<file path="src/rtl/bp_pkg.sv">
// Shared types for the branch resolve unit: widths, the in-flight entry payload
// and the occupancy state encoding.
package bp_pkg;

   localparam int unsigned GHR_WIDTH_DEFAULT = 8;
   localparam int unsigned INDEX_WIDTH       = 8;
   localparam int unsigned PC_WIDTH          = 32;

   // One predicted branch awaiting resolution; ghr is the history the predictor used.
   typedef struct packed {
      logic [PC_WIDTH-1:0]          pc;
      logic                         taken;
      logic [INDEX_WIDTH-1:0]       index;
      logic [GHR_WIDTH_DEFAULT-1:0] ghr;
   } inflight_entry_t;

   typedef enum logic {
      ST_EMPTY = 1'b0,
      ST_BUSY  = 1'b1
   } occ_state_t;

endpackage

</file>
<file path="src/rtl/branch_resolve_unit_if.sv">
// Predictor/execute-side bundle of the branch resolve unit.
// The master drives predictions and resolutions; the slave is the unit itself.
interface branch_resolve_unit_if
   import bp_pkg::*;
#(
   parameter int unsigned GHR_WIDTH = GHR_WIDTH_DEFAULT,
   parameter int unsigned DEPTH     = 4
);
   localparam int unsigned CNT_W = $clog2(DEPTH) + 1;

   logic                   pred_valid;
   logic                   pred_ready;
   logic [PC_WIDTH-1:0]    pred_pc;
   logic                   pred_taken;
   logic [INDEX_WIDTH-1:0] pred_index;
   logic [GHR_WIDTH-1:0]   pred_ghr;
   logic                   exec_valid;
   logic                   exec_taken;
   logic                   branch_resolved;
   logic                   branch_taken;
   logic [PC_WIDTH-1:0]    resolved_pc;
   logic [INDEX_WIDTH-1:0] resolved_index;
   logic                   mispredict;
   logic [GHR_WIDTH-1:0]   restore_ghr;
   logic [CNT_W-1:0]       inflight_count;
   logic                   err_underflow;

   modport master (
      output pred_valid, pred_pc, pred_taken, pred_index, pred_ghr, exec_valid, exec_taken,
      input  pred_ready, branch_resolved, branch_taken, resolved_pc, resolved_index,
             mispredict, restore_ghr, inflight_count, err_underflow
   );

   modport slave (
      input  pred_valid, pred_pc, pred_taken, pred_index, pred_ghr, exec_valid, exec_taken,
      output pred_ready, branch_resolved, branch_taken, resolved_pc, resolved_index,
             mispredict, restore_ghr, inflight_count, err_underflow
   );

endinterface

</file>
<file path="src/rtl/bp_inflight_fifo.sv">
// Circular queue of in-flight predicted branches with push, pop and flush.
// A flush always accompanies a pop of the head and discards everything younger.
module bp_inflight_fifo
   import bp_pkg::*;
#(
   parameter int unsigned DEPTH = 4
) (
   input  logic                    clk,
   input  logic                    reset,
   input  logic                    push,
   input  logic                    pop,
   input  logic                    flush,
   input  inflight_entry_t         wr_data,
   output inflight_entry_t         head,
   output logic [$clog2(DEPTH):0]  count
);
   localparam int unsigned PTR_W = $clog2(DEPTH);
   localparam int unsigned CNT_W = PTR_W + 1;

   inflight_entry_t  mem [DEPTH];
   logic [PTR_W-1:0] wr_ptr;
   logic [PTR_W-1:0] rd_ptr;

   assign head = mem[rd_ptr];

   // Storage is never reset; only entries between the pointers are meaningful.
   always_ff @(posedge clk) begin
      if (push && !flush) begin
         mem[wr_ptr] <= wr_data;
      end
   end

   always_ff @(posedge clk or posedge reset) begin
      if (reset) begin
         wr_ptr <= '0;
         rd_ptr <= '0;
         count  <= '0;
      end else if (flush) begin
         rd_ptr <= rd_ptr + PTR_W'(1);
         wr_ptr <= rd_ptr + PTR_W'(1);
         count  <= '0;
      end else begin
         if (push) wr_ptr <= wr_ptr + PTR_W'(1);
         if (pop)  rd_ptr <= rd_ptr + PTR_W'(1);
         count <= count + CNT_W'(push) - CNT_W'(pop);
      end
   end

endmodule

</file>
<file path="src/rtl/branch_resolve_unit.sv">
// Tracks predicted branches in order and resolves them against execute results,
// reporting updates, mispredicts and the repaired global history to the predictor.
module branch_resolve_unit
   import bp_pkg::*;
#(
   parameter int unsigned GHR_WIDTH = GHR_WIDTH_DEFAULT,
   parameter int unsigned DEPTH     = 4
) (
   input  logic                  clk,
   input  logic                  reset,
   branch_resolve_unit_if.slave  bus
);
   localparam int unsigned CNT_W = $clog2(DEPTH) + 1;

   occ_state_t       state;
   inflight_entry_t  head;
   inflight_entry_t  wr_entry;
   logic [CNT_W-1:0] count;
   logic             push_c;
   logic             pop_c;
   logic             mispredict_c;

   assign bus.pred_ready     = (count != CNT_W'(DEPTH));
   assign bus.inflight_count = count;

   assign push_c       = bus.pred_valid && bus.pred_ready;
   assign pop_c        = bus.exec_valid && (state == ST_BUSY);
   assign mispredict_c = pop_c && (bus.exec_taken != head.taken);

   assign wr_entry.pc    = bus.pred_pc;
   assign wr_entry.taken = bus.pred_taken;
   assign wr_entry.index = bus.pred_index;
   assign wr_entry.ghr   = GHR_WIDTH_DEFAULT'(bus.pred_ghr);

   bp_inflight_fifo #(.DEPTH(DEPTH)) u_fifo (
      .clk     (clk),
      .reset   (reset),
      .push    (push_c),
      .pop     (pop_c),
      .flush   (mispredict_c),
      .wr_data (wr_entry),
      .head    (head),
      .count   (count)
   );

   // Occupancy FSM; a mispredict empties the queue and drops any same-cycle push.
   always_ff @(posedge clk or posedge reset) begin
      if (reset) begin
         state <= ST_EMPTY;
      end else begin
         case (state)
            ST_EMPTY: if (push_c) state <= ST_BUSY;
            ST_BUSY:  if (mispredict_c || (pop_c && !push_c && count == CNT_W'(1)))
                         state <= ST_EMPTY;
            default:  state <= ST_EMPTY;
         endcase
      end
   end

   // Resolution outputs; direction, pc, index and history hold between resolutions.
   always_ff @(posedge clk or posedge reset) begin
      if (reset) begin
         bus.branch_resolved <= 1'b0;
         bus.branch_taken    <= 1'b0;
         bus.resolved_pc     <= '0;
         bus.resolved_index  <= '0;
         bus.mispredict      <= 1'b0;
         bus.restore_ghr     <= '0;
         bus.err_underflow   <= 1'b0;
      end else begin
         bus.branch_resolved <= pop_c;
         bus.mispredict      <= mispredict_c;
         if (pop_c) begin
            bus.branch_taken   <= bus.exec_taken;
            bus.resolved_pc    <= head.pc;
            bus.resolved_index <= head.index;
         end
         if (mispredict_c) begin
            bus.restore_ghr <= GHR_WIDTH'({head.ghr, bus.exec_taken});
         end
         if (bus.exec_valid && state == ST_EMPTY) begin
            bus.err_underflow <= 1'b1;
         end
      end
   end

endmodule

</file>
<file path="src/flat_wrapper.sv">
// flat-port wrapper written by rule: the top's interface ports become plain ports
module branch_resolve_unit_flat import bp_pkg::*;
#(
   parameter int unsigned GHR_WIDTH = GHR_WIDTH_DEFAULT,
   parameter int unsigned DEPTH     = 4
)
  (clk, reset, bus_pred_valid, bus_pred_pc, bus_pred_taken, bus_pred_index, bus_pred_ghr, bus_exec_valid, bus_exec_taken, bus_pred_ready, bus_branch_resolved, bus_branch_taken, bus_resolved_pc, bus_resolved_index, bus_mispredict, bus_restore_ghr, bus_inflight_count, bus_err_underflow);
  branch_resolve_unit_if #(.GHR_WIDTH(GHR_WIDTH), .DEPTH(DEPTH)) bus_i ();
  input  logic clk;
  input  logic reset;
  input wire logic [$bits(bus_i.pred_valid)-1:0] bus_pred_valid;
  input wire logic [$bits(bus_i.pred_pc)-1:0] bus_pred_pc;
  input wire logic [$bits(bus_i.pred_taken)-1:0] bus_pred_taken;
  input wire logic [$bits(bus_i.pred_index)-1:0] bus_pred_index;
  input wire logic [$bits(bus_i.pred_ghr)-1:0] bus_pred_ghr;
  input wire logic [$bits(bus_i.exec_valid)-1:0] bus_exec_valid;
  input wire logic [$bits(bus_i.exec_taken)-1:0] bus_exec_taken;
  output wire logic [$bits(bus_i.pred_ready)-1:0] bus_pred_ready;
  output wire logic [$bits(bus_i.branch_resolved)-1:0] bus_branch_resolved;
  output wire logic [$bits(bus_i.branch_taken)-1:0] bus_branch_taken;
  output wire logic [$bits(bus_i.resolved_pc)-1:0] bus_resolved_pc;
  output wire logic [$bits(bus_i.resolved_index)-1:0] bus_resolved_index;
  output wire logic [$bits(bus_i.mispredict)-1:0] bus_mispredict;
  output wire logic [$bits(bus_i.restore_ghr)-1:0] bus_restore_ghr;
  output wire logic [$bits(bus_i.inflight_count)-1:0] bus_inflight_count;
  output wire logic [$bits(bus_i.err_underflow)-1:0] bus_err_underflow;
  assign bus_i.pred_valid = bus_pred_valid;
  assign bus_i.pred_pc = bus_pred_pc;
  assign bus_i.pred_taken = bus_pred_taken;
  assign bus_i.pred_index = bus_pred_index;
  assign bus_i.pred_ghr = bus_pred_ghr;
  assign bus_i.exec_valid = bus_exec_valid;
  assign bus_i.exec_taken = bus_exec_taken;
  assign bus_pred_ready = bus_i.pred_ready;
  assign bus_branch_resolved = bus_i.branch_resolved;
  assign bus_branch_taken = bus_i.branch_taken;
  assign bus_resolved_pc = bus_i.resolved_pc;
  assign bus_resolved_index = bus_i.resolved_index;
  assign bus_mispredict = bus_i.mispredict;
  assign bus_restore_ghr = bus_i.restore_ghr;
  assign bus_inflight_count = bus_i.inflight_count;
  assign bus_err_underflow = bus_i.err_underflow;
  branch_resolve_unit #(.GHR_WIDTH(GHR_WIDTH), .DEPTH(DEPTH)) u_core (.clk(clk), .reset(reset), .bus(bus_i));
endmodule
</file>
<file path="config.mk">
export PLATFORM = sky130hd
export DESIGN_NAME = branch_resolve_unit_flat
export DESIGN_NICKNAME = d
export VERILOG_FILES = /design/src/rtl/bp_pkg.sv /design/src/rtl/branch_resolve_unit_if.sv /design/src/rtl/bp_inflight_fifo.sv /design/src/rtl/branch_resolve_unit.sv /design/src/flat_wrapper.sv
export SDC_FILE = /design/constraint.sdc
export NUM_CORES = 1
export LEC_CHECK = 0
export ABC_AREA = 1
export CAP_MARGIN = 30
export CORE_MARGIN = 4
export CORE_UTILIZATION = 45
export CTS_CLUSTER_DIAMETER = 80
export CTS_CLUSTER_SIZE = 8
export DETAILED_ROUTE_END_ITERATION = 6
export PLACE_DENSITY = 0.66
export RECOVER_POWER = 25
export SLEW_MARGIN = 40
export SYNTH_ARGS = -nofsm -noshare
export SYNTH_HDL_FRONTEND = slang
export SYNTH_HIERARCHICAL = 1
export SYNTH_SLANG_ARGS = --single-unit
</file>
<file path="constraint.sdc">
create_clock -name clk -period 5.28 [get_ports clk]
set_clock_uncertainty 0.15 [all_clocks]
set_input_delay 1.32 -clock clk [delete_from_list [all_inputs] [get_ports clk]]
set_output_delay 1.32 -clock clk [all_outputs]
set_load 0.02 [all_outputs]
</file>
[Word level (Yosys, flattened, before mapping)]
Memories as Yosys holds them, arrays and structs flattened.
Index checks and enable logic that the tools add are counted.
Word-level totals
  register bits after elaboration: 60
  input bits: 54
  RAM bits: 196
  output and inout port bits: 56
  memories: 1
  word-level logic and storage cells: 42
Operators by class
  mux-type cells: 10
  bitwise logic cells: 1
  eq/ne operators: 3
  reductions and logical operators: 12
  add/subtract/negate cells: 4
Memory list
  u_core.u_fifo.mem: words 4, bits a word 49, rd ports 1, clocked after Yosys merged registers in 0, write ports 1, line bp_inflight_fifo.sv:20  | inflight_entry_t mem [DEPTH];
Operators with widths (number)
  2-to-1 mux 2 bit: 4
  logical AND 1 bit: 7
  adder 2 x 1 -> 2 bit, second input constant: 2
  2-to-1 mux 1 bit: 4
  nonzero test 2 bit: 2
  adder 3 x 1 -> 3 bit: 1
  == test 3 x 1 -> 1 bit, second input constant: 1
  2-to-1 mux 3 bit: 1
  != test 3 bit, second input constant: 1
  subtractor 3 x 1 -> 3 bit: 1
  logical NOT 1 bit: 2
  one-hot mux 1 bit (2 select lines): 1
  logical OR 1 bit: 1
  != test 1 bit: 1
  inverter 1 bit: 1

[Logic depth before layout (Yosys ltp)]
  depth in word-level cells: 8
  depth in mapped cells: 15
  depth with buffers taken out: 13

[Cells and area by module]
Netlist, hierarchy kept.
Modules (own cells, without submodules)
  bp_inflight_fifo: cells an instance 632, area each 7972.6 sq um, instances 1, sequential area each 6060.8 sq um
  branch_resolve_unit: cells an instance 227, area each 2029.4 sq um, instances 1, sequential area each 1326.3 sq um

[Worst setup path after synthesis]
OpenSTA, ideal clock, no wires.
  path type: input -> register
  from: input bus_exec_taken
  to: memory u_core/u_fifo/mem[0][0] (netlist bit), enable pin
  setup time: 456 ps
  required time: 4674 ps
  arrival time: 4004 ps
  buffers on the path: 0
  path slack: 670 ps
  cell stages on the path: 7
  cell sequence: nor2_1 -> nor2_4 -> nand2_4 -> clkinv_4 -> inv_1 -> nand2_1 -> nor2_1
Between the ends
  word-level cells in the longest chain between the ends: 6
Ends and longest elaborated chain
  start: declaration: line flat_wrapper.sv:17  | input wire logic [$bits(bus_i.exec_taken)-1:0] bus_exec_taken;
  != test 1 bit: line branch_resolve_unit.sv:28  | assign mispredict_c = pop_c && (bus.exec_taken != head.taken);
  logical AND 1 bit: line branch_resolve_unit.sv:28
  named net u_core.mispredict_c: line branch_resolve_unit.sv:21  | logic mispredict_c;
  logical NOT 1 bit: line bp_inflight_fifo.sv:28  | if (push && !flush) begin
  logical AND 1 bit: line bp_inflight_fifo.sv:28
  2-to-1 mux 1 bit: line bp_inflight_fifo.sv:28
  2-to-1 mux 1 bit (implied by the code): line bp_inflight_fifo.sv:29  | mem[wr_ptr] <= wr_data;
  end: declaration: line bp_inflight_fifo.sv:20
The timed path passes the listed nets, and every way through them passes these cells.

==> results by group <==
Critical path
  – Worst setup path startpoint: u_core/u_fifo/rd_ptr[0]
  – Startpoint types: register
  – Slowest stage delay, CP: 0.58 ns
  – Top fanout value on the critical path: 97
  – CP Capture Type: register
  – Arrival @ worst endpoint: ~3.5 ns
  – CP Cell Sequence: buf_6 -> nor2_1 -> nor2_1 -> o21ai_0 -> nand2_1 -> nand2_1 -> nand2_4 -> clkinv_4 -> inv_1 -> nand2_1 -> nor2_4 -> buf_12
  – Critical path class: register to register
  – Worst reg2reg path startpoint: u_core/u_fifo/rd_ptr[0]
  – CP required: between 5 and 6 ns
  – Most frequent CP cell: nand2_1
  – Slowest-stage cell, CP: buf_6

Placed design
  – HPWL Detailed: roughly 11 mm
  – Setup WS pre-CTS: ~1.3 ns
  – Dpl cell area: roughly 0.011 mm2
  – Placed Cells: ~1,200
  – Count of buffers from port buffering: 108
  – Gpl congestion: about 0.74

Route
  – Final WL: roughly 20 mm
  – Initial DRC Count: around 440
  – Routed Antenna Nets: 0
  – Drt drc: 0
  – Routed vias/inst: around 4.9
  – WL/cell: around 16 um
  – Vias: about 6,200
  – DR pass1 iterations: 4
  – DR top layer: met5
  – Met1 wire length: slightly below 9 mm
  – Met3 Routed Length: ~1.1 mm
  – Met2 WL post-DR: 9.99 mm

Clock network
  – Num CTS Buffers: 37
  – Clk sinks: roughly 250
  – CTS tree: built
  – Reg clk slew, reported paths: roughly 0.050 ns
  – Hold buffers post-CTS: 0
  – CTS H-tree lvls: 2
  – Later-pin clock latency in the skew report: around 0.5 ns
  – Post-CTS setup buffer count: 0
  – Clock Tree Root: clkbuf_16
  – Max Root-Sink Buffers: 3
  – PostCTS Resize Cnt: 0

Floorplan
  – Die W: 156 um
  – Num rows: 53
  – Boundary Pins: 110
  – CORE AREA: ~0.021 mm2
  – DIE AREA: between 0.02 and 0.025 mm2
  – Initial Util: 0.463
  – Die height: 156 um

Timing
  – Max Freq: 0.286 GHz
  – Worst hold slack: ~0.32 ns
  – Fin worst setup slack: between 1.5 and 2 ns
  – Final setup fails: 0
  – Tcrit/Tclk final: 0.662
  – Max-slew violations: 0
  – Relative slew slack: 0.493
  – RSZ-0062 raised after global routing: no
  – Worst-margin pin slew: between 0.7 and 0.8 ns
  – Final Hold Fails: 0
  – Minimum clock period: between 3 and 4 ns
  – Setup TNS: 0 ns

Power and ir drop
  – Int Pwr: 4.97 mW
  – Reg power frac: 0.382
  – Maximum VDD drop: 400 uV
  – Final Power: roughly 7.5 mW
  – Sw Share: 0.339
  – Sw Pwr: ~2.6 mW
  – Comb pwr share: 0.324
  – Cell Pwr Density: 612 mW/mm2
  – Leakage power: approximately 4.8 nW
  – Clock power share: 0.294

Finish
  – Final Non-Filler Cells: 1,272
  – Design area: between 0.01 and 0.015 mm2
  – Layout cells sized above 1: 0.0683
  – Final core occ: 0.577
  – Fin nets: ~1,000
  – Area Overhead vs Synth: 24.7%
  – Fillcell total: around 1,700

Global routing
  – Largest net degree at the start of global routing: 98
  – GRT Total Usage: 0.171
  – Total global routing overflow: 0
  – Initial antenna violation count: 3
  – Vias in the first global route: roughly 6,300
  – Global-route wire length before repair: 32.7 mm

Synthesis
  – Synth Cell Area: approximately 0.0099 mm2
  – Post-Syn Nets: a little over 900
  – Average cell area after synthesis: ~12 um2
  – Mapped Cells: around 850
  – YS warnings: 6

Run
  – Max-Cap Viols: 0

Outcome
  – Status: finished clean

Worst hold path
  – Worst hold-check path type: register to register
  – Hold Path Origin: u_core/bus.resolved_pc[22]
==> metal layers <==
| layer | GRT usage | vias to the layer above |
|---|---|---|
| met5 | 0 | - |
| met4 | 0.0546 | 6 |
| met3 | 0.0394 | 43 |
| met2 | 0.290 | 148 |
| met1 | 0.219 | 2923 |
| li1 | - | 3067 |
==> power groups by stage <==
stage	registers, mW	clock network (mW)	logic (mW)
after floorplan	3.11	0	1.42
after global placement	2.89	0	2.43
after detailed placement	2.91	0	2.47
after CTS	2.88	2.26	2.49
after global routing	2.92	2.36	2.73
final	2.87	2.21	2.44
==> worst max-delay path, delay by kind of cell, from the launching register on <==
| family | cells | cell delay [ns] |
|---|---|---|
| buffers and inverters | 4 | 1.15 |
| AO/OA/AOI/OAI | 1 | 0.08 |
| flip-flops | 1 | 0.41 |
| AND/OR/NAND/NOR | 7 | 1.30 |
==> worst paths after layout <==
kind | endpoint | slack (ns) | cells after the start
worst max-delay path | u_core/u_fifo/mem[3][34] | 1.78 | 12
worst min-delay path | u_core/bus.resolved_pc[22] | 0.32 | 2
worst max register to register | u_core/u_fifo/mem[3][34] | 1.78 | 12
worst min register to register | u_core/bus.resolved_pc[22] | 0.32 | 2
max in group asynchronous | u_core/bus.resolved_pc[6] | 2.91 | 3
min in group asynchronous | u_core/u_fifo/wr_ptr[1] | 1.10 | 2
==> layout by cell type (no fill, tap or decap), types with 2 or more instances in the layout <==
cell type / count
nand2_1: 206
nor2_1: 204
edfxtp_1: 192
clkdlybuf4s50_1: 73
o21ai_1: 68
dfrtp_1: 58
clkbuf_16: 39
dlygate4sd3_1: 35
o21ai_0: 31
clkbuf_1: 27
inv_1: 18
buf_4: 10
ha_1: 6
nor2_4: 5
nand3_1: 4
inv_2: 3
a21oi_1: 2
buf_12: 2
==> flip-flops by register name, summed over array words and instances (netlist names), 2 cells and up <==
name,count
u_core/bus.resolved_pc,32
u_core/bus.resolved_index,8
u_core/u_fifo/rd_ptr,2
u_core/bus.restore_ghr,8
u_core/u_fifo/wr_ptr,2
u_core/u_fifo/mem,192
u_core/u_fifo/count,3
==> cell type report <==
class	count	area, um2	share of cell area
multi-input cells	532	2250	0.183
clock inverters	2	38.8	0.00316
inverters	23	92.6	0.00753
diodes	1	2.50	0.000204
flip-flops and latches	252	7270	0.592
clock buffers	66	1080	0.0877
repair buffers	121	1210	0.0982
well taps	275	344	0.0280
Note: power is estimated with default switching activity, not from simulation.
